### config.mk
export PLATFORM = sky130hd
export DESIGN_NAME = recovery_rom_fetcher
export DESIGN_NICKNAME = d
export VERILOG_FILES = /design/src/rtl/recovery_rom_fetcher.sv
export SDC_FILE = /design/constraint.sdc
export NUM_CORES = 1
export LEC_CHECK = 0
export BUFFER_PORTS_ARGS = -buffer_cell sky130_fd_sc_hd__buf_2
export CAP_MARGIN = 20
export CORE_UTILIZATION = 45
export CTS_CLUSTER_SIZE = 12
export DETAILED_ROUTE_END_ITERATION = 16
export GPL_TIMING_DRIVEN = 1
export PLACE_DENSITY_LB_ADDON = 0.3
export SYNTH_ARGS = -nofsm -noshare
export SYNTH_HDL_FRONTEND = slang
export SYNTH_SLANG_ARGS = --single-unit
### constraint.sdc
create_clock -name clk_i -period 2.14 [get_ports clk_i]
set_clock_uncertainty 0.15 [all_clocks]
set_input_delay 0.107 -clock clk_i [delete_from_list [all_inputs] [get_ports clk_i]]
set_output_delay 0.107 -clock clk_i [all_outputs]
set_load 0.005 [all_outputs]
### src/rtl/recovery_rom_fetcher.sv
// Recovery ROM fetch initiator. On start it streams the recovery routine out of
// the code ROM (one-cycle registered-address read), buffers words in a small
// first-word-fall-through FIFO and hands them to the core over valid/ready.
// Fetching ends at the first dret opcode or after MAX_WORDS words.
module recovery_rom_fetcher #(
    parameter logic [31:0] BASE_ADDR   = 32'h0000_0000,
    parameter int unsigned MAX_WORDS   = 32,
    parameter int unsigned FIFO_DEPTH  = 4,
    parameter logic [31:0] STOP_OPCODE = 32'h7b20_0073
) (
    input  logic        clk_i,
    input  logic        rst_i,
    input  logic        start_i,
    input  logic        flush_i,
    output logic        rom_req_o,
    output logic [31:0] rom_addr_o,
    input  logic [31:0] rom_rdata_i,
    output logic        instr_valid_o,
    input  logic        instr_ready_i,
    output logic [31:0] instr_rdata_o,
    output logic [31:0] instr_addr_o,
    output logic        busy_o,
    output logic        done_o
);

    localparam int CNT_W = $clog2(MAX_WORDS + 1);
    localparam int PTR_W = $clog2(FIFO_DEPTH);
    localparam int OCC_W = $clog2(FIFO_DEPTH + 1);

    localparam logic [CNT_W-1:0] CNT_MAX  = CNT_W'(MAX_WORDS);
    localparam logic [OCC_W-1:0] OCC_FULL = OCC_W'(FIFO_DEPTH);

    localparam logic [1:0] ST_IDLE  = 2'd0;
    localparam logic [1:0] ST_FETCH = 2'd1;
    localparam logic [1:0] ST_DRAIN = 2'd2;

    logic [1:0]       state_q, state_d;
    logic [CNT_W-1:0] cnt_q, cnt_d;          // words requested so far
    logic             pending_q, pending_d;  // a ROM response arrives this cycle
    logic [31:0]      req_addr_q, req_addr_d; // address of the in-flight request
    logic [PTR_W-1:0] wr_ptr_q, wr_ptr_d;
    logic [PTR_W-1:0] rd_ptr_q, rd_ptr_d;
    logic [OCC_W-1:0] occ_q, occ_d;

    logic [31:0] data_mem_q [FIFO_DEPTH];
    logic [31:0] addr_mem_q [FIFO_DEPTH];

    logic             fifo_empty;
    logic [OCC_W-1:0] fill;
    logic             stop_hit;
    logic             issue;
    logic             push;
    logic             pop;

    // Issue decision and the combinational output view of the block.
    always_comb begin
        fifo_empty = (occ_q == '0);
        // Slots already promised: stored words plus the response still in flight.
        fill       = occ_q + OCC_W'(pending_q);
        stop_hit   = pending_q && (rom_rdata_i == STOP_OPCODE);
        // Holding off the request while dret is being captured means no
        // response past dret is ever fetched, so there is nothing to discard.
        issue      = (state_q == ST_FETCH) && (fill < OCC_FULL) &&
                     (cnt_q < CNT_MAX) && !stop_hit;
        push       = pending_q;
        pop        = !fifo_empty && instr_ready_i;

        rom_req_o     = issue;
        rom_addr_o    = BASE_ADDR + (32'(cnt_q) << 2);
        instr_valid_o = !fifo_empty;
        instr_rdata_o = data_mem_q[rd_ptr_q];
        instr_addr_o  = addr_mem_q[rd_ptr_q];
        busy_o        = (state_q == ST_FETCH) || (state_q == ST_DRAIN);
        done_o        = (state_q == ST_DRAIN) && fifo_empty && !flush_i;
    end

    // Sequencing FSM, request bookkeeping and FIFO pointer/occupancy update.
    always_comb begin
        // NOTE: every variable starts from its held value so no path can infer a latch.
        state_d    = state_q;
        cnt_d      = cnt_q;
        pending_d  = pending_q;
        req_addr_d = req_addr_q;
        wr_ptr_d   = wr_ptr_q;
        rd_ptr_d   = rd_ptr_q;
        occ_d      = occ_q;

        if (flush_i) begin
            // Abort wins over everything, including a simultaneous start.
            state_d   = ST_IDLE;
            pending_d = 1'b0;
            wr_ptr_d  = '0;
            rd_ptr_d  = '0;
            occ_d     = '0;
        end else begin
            case (state_q)
                ST_IDLE: begin
                    if (start_i) begin
                        state_d = ST_FETCH;
                        cnt_d   = '0;
                    end
                end
                ST_FETCH: begin
                    pending_d = issue;
                    if (issue) begin
                        cnt_d      = cnt_q + CNT_W'(1);
                        req_addr_d = rom_addr_o;
                    end
                    if (stop_hit) begin
                        state_d = ST_DRAIN;
                    end else if ((cnt_d == CNT_MAX) && !pending_d) begin
                        // Limit reached and its last response captured this cycle.
                        state_d = ST_DRAIN;
                    end
                end
                ST_DRAIN: begin
                    if (fifo_empty) begin
                        state_d = ST_IDLE;
                    end
                end
                default: state_d = ST_IDLE;
            endcase

            if (push) begin
                wr_ptr_d = wr_ptr_q + PTR_W'(1);
            end
            if (pop) begin
                rd_ptr_d = rd_ptr_q + PTR_W'(1);
            end
            occ_d = occ_q + OCC_W'(push) - OCC_W'(pop);
        end
    end

    // Control registers with synchronous active-high reset.
    always_ff @(posedge clk_i) begin
        // NOTE: sequential state uses <= so every flop samples pre-edge values.
        if (rst_i) begin
            state_q    <= ST_IDLE;
            cnt_q      <= '0;
            pending_q  <= 1'b0;
            req_addr_q <= BASE_ADDR;
            wr_ptr_q   <= '0;
            rd_ptr_q   <= '0;
            occ_q      <= '0;
        end else begin
            state_q    <= state_d;
            cnt_q      <= cnt_d;
            pending_q  <= pending_d;
            req_addr_q <= req_addr_d;
            wr_ptr_q   <= wr_ptr_d;
            rd_ptr_q   <= rd_ptr_d;
            occ_q      <= occ_d;
        end
    end

    // FIFO storage write: captured word together with the address it came from.
    // NOTE: storage is not reset; occupancy qualifies every entry so stale contents never show.
    always_ff @(posedge clk_i) begin
        if (push && !flush_i) begin
            data_mem_q[wr_ptr_q] <= rom_rdata_i;
            addr_mem_q[wr_ptr_q] <= req_addr_q;
        end
    end

endmodule

==> results.py <==
metrics = {
    "global_routing": {
        "globalRouteTotalUtil_pct": 17.52,
        "pin_count_of_the_biggest_net_entering_global_routing": 39,
        "overflow": 0,
        "vias_in_the_first_global_route": 3888,
        "number_of_antenna_violations_at_the_first_check_in_global_routing": 0,
        "wire_length_of_the_first_global_routing_pass_microns": 21020,
    },
    "floorplanning": {
        "num_rows": 45,
        "dieHeight_microns": 128.8,
        "fp.dieArea_sq_mm": 0.01658,
        "die_width_microns": 128.8,
        "floorplan.core_area_sq_mm": 0.01543,
        "ios": 137,
        "initial_core_util_pct": 46.87,
    },
    "clocking": {
        "clk-insertion-delay-late_ns": 0.42,
        "cts-buffers-inserted": 17,
        "clock-root-buffer": "sky130_fd_sc_hd__clkbuf_16",
        "cts_tree": "built",
        "worst_setup_hold_path_clk_slew_ns": 0.07,
        "cts.sink_count": 176,
        "h-tree-depth": 4,
        "cts.path.max_buffers": 2,
    },
    "placement": {
        "routabilityCongestion": 0.8380,
        "post-place-cells": 697,
        "dp_slack_ns": -0.04006,
        "io_buffer_count": 84,
        "detailed_place_hpwl_microns": 8390,
        "placement.cell_area_sq_mm": 0.007898,
    },
    "layout": {
        "post-route-cell-area_sq_mm": 0.008944,
        "insertedDiodeCount": 0,
        "final_cell_mix": "152 x sky130_fd_sc_hd__edfxtp_1, 84 x sky130_fd_sc_hd__buf_2, 52 x sky130_fd_sc_hd__conb_1, 38 x sky130_fd_sc_hd__mux4_2, 35 x sky130_fd_sc_hd__dlygate4sd3_1",
        "nets": 593,
        "synthToLayoutAreaGrowth_pct": 23.69,
        "finish.utilization_pct": 57.97,
        "finalNonFillerCells": 767,
        "layout_cells_sized_above_1_pct": 35.97,
        "layout_commonest_cell": "sky130_fd_sc_hd__edfxtp_1",
    },
    "synthesis": {
        "yosysSeqAreaShare_pct": 69.77,
        "netlist_area_sq_mm": 0.007231,
        "syn_area_per_cell_sq_um": 18.26,
        "synth-warning-count": 0,
        "synth_cell_types": 50,
        "syn_inst": 396,
        "synth.ff_latch_count": 176,
        "synth_top_flop_cell": "sky130_fd_sc_hd__edfxtp_1",
        "async_flop_share_pct": 0,
        "synth-edff-count": 152,
    },
    "route": {
        "drt_drc_violations_left": 0,
        "route.vias.total": 3848,
        "finalWirelength_microns": 13710,
        "wl_per_cell_microns": 17.87,
        "via_per_inst": 5.017,
        "drt_pass1_iterations": 4,
        "final_antenna_net_count": 0,
        "drt-initial-drc-count": 291,
    },
    "worst_setup_path": {
        "cp_cell_sequence": "ha_4 -> ha_4 -> xor2_2 -> or3_4 -> a31oi_4 -> buf_2",
        "rr_endpoint": "cnt_q[1]",
        "crit_top_cell": "sky130_fd_sc_hd__ha_4",
        "setup.worst_path.class": "reg2out",
        "crit_path_start": "pending_q",
        "crit_end": "rom_req_o",
        "timing.critical_path.required_ns": 1.88,
        "crit-reg2reg-launch": "pending_q",
        "worstSetupStartpointType": "register",
        "crit_path_top_delay_cell": "sky130_fd_sc_hd__or3_4",
        "r2r_cells": 8,
        "worstPathArrival_ns": 1.91,
        "worstSetupPathDepth": 6,
        "critical_path_capture_point_type": "output pin",
        "critical_path.top_delay_family": "simple AND/OR/NAND/NOR gates",
        "largest_stage_delay_worst_path_ns": 0.36,
        "critPathBufInv": 1,
        "setup_slack_on_the_worst_flop_to_flop_path_ns": 0.07,
        "path_max_fanout": 3,
    },
    "timing": {
        "rsz0062_at_grt": "true",
        "period_minus_slack_ns": 2.162,
        "finalSetupViolations": 1,
        "fmax_mhz": 462.5,
        "finalCritPeriodShare_pct": 101.0,
        "timing.final.max_slew_violations": 0,
        "final.hold.worst_slack_ns": 0.05771,
        "finalHoldViolations": 0,
        "fin_ws_ns": -0.02238,
        "fin_setup_tns_ns": -0.02238,
    },
    "flow_run": {
        "cap_viol_max_count": 0,
    },
    "status": {
        "result_of_the_run": "complete, but fails checks",
        "violations": "setup timing",
    },
    "power_and_ir_drop": {
        "power_density_mw_per_mm2": 798.9,
        "leakage_nw": 3.207,
        "design_power_total_mw": 7.145,
        "worst_ir_drop_vdd_mv": 0.5634,
    },
    "min_path": {
        "hold_class": "in2reg",
    },
}
## registers in the layout, summed over array words and instances, names as in the netlist, named ones only
register,count
data_mem_q,128
addr_mem_q,24
cnt_q,6
req_addr_q,6
occ_q,3
rd_ptr_q,2
state_q,2
wr_ptr_q,2
pending_q,1
## logic make-up (layout without fill, tap and decap cells)
| family | Yosys count | count (layout) | share of synthesized area (%) |
|---|---|---|---|
| AND/OR/NAND/NOR | 62 | 62 | 5.763 |
| buffers and inverters | 72 | 181 | 6.662 |
| adder cells (fa/ha/maj) | 13 | 13 | 2.250 |
| flip-flops | 176 | 176 | 69.77 |
| XOR/XNOR | 5 | 5 | 0.6058 |
| AO/OA/AOI/OAI | 21 | 21 | 1.817 |
| multiplexers | 46 | 46 | 13.08 |
| other | 1 | 52 | 0.05186 |
## report_power, final
part           internal (mW)  total, mW  switching (mW)
clock network           1.94       3.15            1.21
registers               3.73       3.73         0.00527
logic                  0.125      0.267           0.143
## worst min path at each step
stage	startpoint	to	slack, ns	cells after the start
floorplan	rom_rdata_i[0]	data_mem_q[0][0]	0.06	0
global placement	rom_rdata_i[21]	data_mem_q[1][21]	0.18	1
detailed placement	rom_rdata_i[3]	data_mem_q[0][3]	0.19	1
CTS	start_i	cnt_q[5]	0.02	4
global route	start_i	cnt_q[5]	0.08	4
finish	start_i	cnt_q[5]	0.06	4
## Yosys cell counts (4+ instances only)
library cell               number  area [sq um]
sky130_fd_sc_hd__inv_1          8         30.03
sky130_fd_sc_hd__ha_1          13         162.7
sky130_fd_sc_hd__a21oi_1        8         40.04
sky130_fd_sc_hd__and2_1         5         31.28
sky130_fd_sc_hd__nor2_1        17         63.81
sky130_fd_sc_hd__mux4_2        38         855.8
sky130_fd_sc_hd__buf_2          4         20.02
sky130_fd_sc_hd__edfxtp_1     152          4564
sky130_fd_sc_hd__mux2i_1        6         60.06
sky130_fd_sc_hd__nor3_1         4         20.02
sky130_fd_sc_hd__clkbuf_1       5         18.77
sky130_fd_sc_hd__buf_4         53         397.9
sky130_fd_sc_hd__dfxtp_1       24         480.5
## worst register-to-register path, delay by kind of cell (launching register included)
kind | cells | cell delay, ns
AO/OA/AOI/OAI | 3 | 0.49
XOR/XNOR | 1 | 0.15
AND/OR/NAND/NOR | 1 | 0.36
adder cells (fa/ha/maj) | 2 | 0.32
buffers and inverters | 1 | 0.17
flip-flops | 1 | 0.33
## metal layers
metal	routed length [microns]	track usage [%]
met1	5779	21.63
met2	7047	29.79
met3	706	5.073
met4	174	5.606
met5	0	0
## cell type report
type | count | area, sq um
Clock buffer | 20 | 436.7
Clock inverter | 12 | 166.4
Fill cell | 1206 | 6484
Inverter | 8 | 30.03
Multi-Input combinational cell | 199 | 1958
Sequential cell | 176 | 5052
Tap cell | 211 | 264.0
Timing Repair Buffer | 141 | 1036
## repair_timing
| item | CTS | global route |
|---|---|---|
| buffers inserted | 2 | 0 |
| endpoints found under the hold margin | 141 | 0 |
| pin swaps | 2 | 0 |
| gates resized for setup | 5 | 8 |
| hold buffers | 35 | 0 |
| gates cloned | 0 | 1 |
| endpoints found under the setup margin | 9 | 15 |
(Power assumes the default switching activity.)
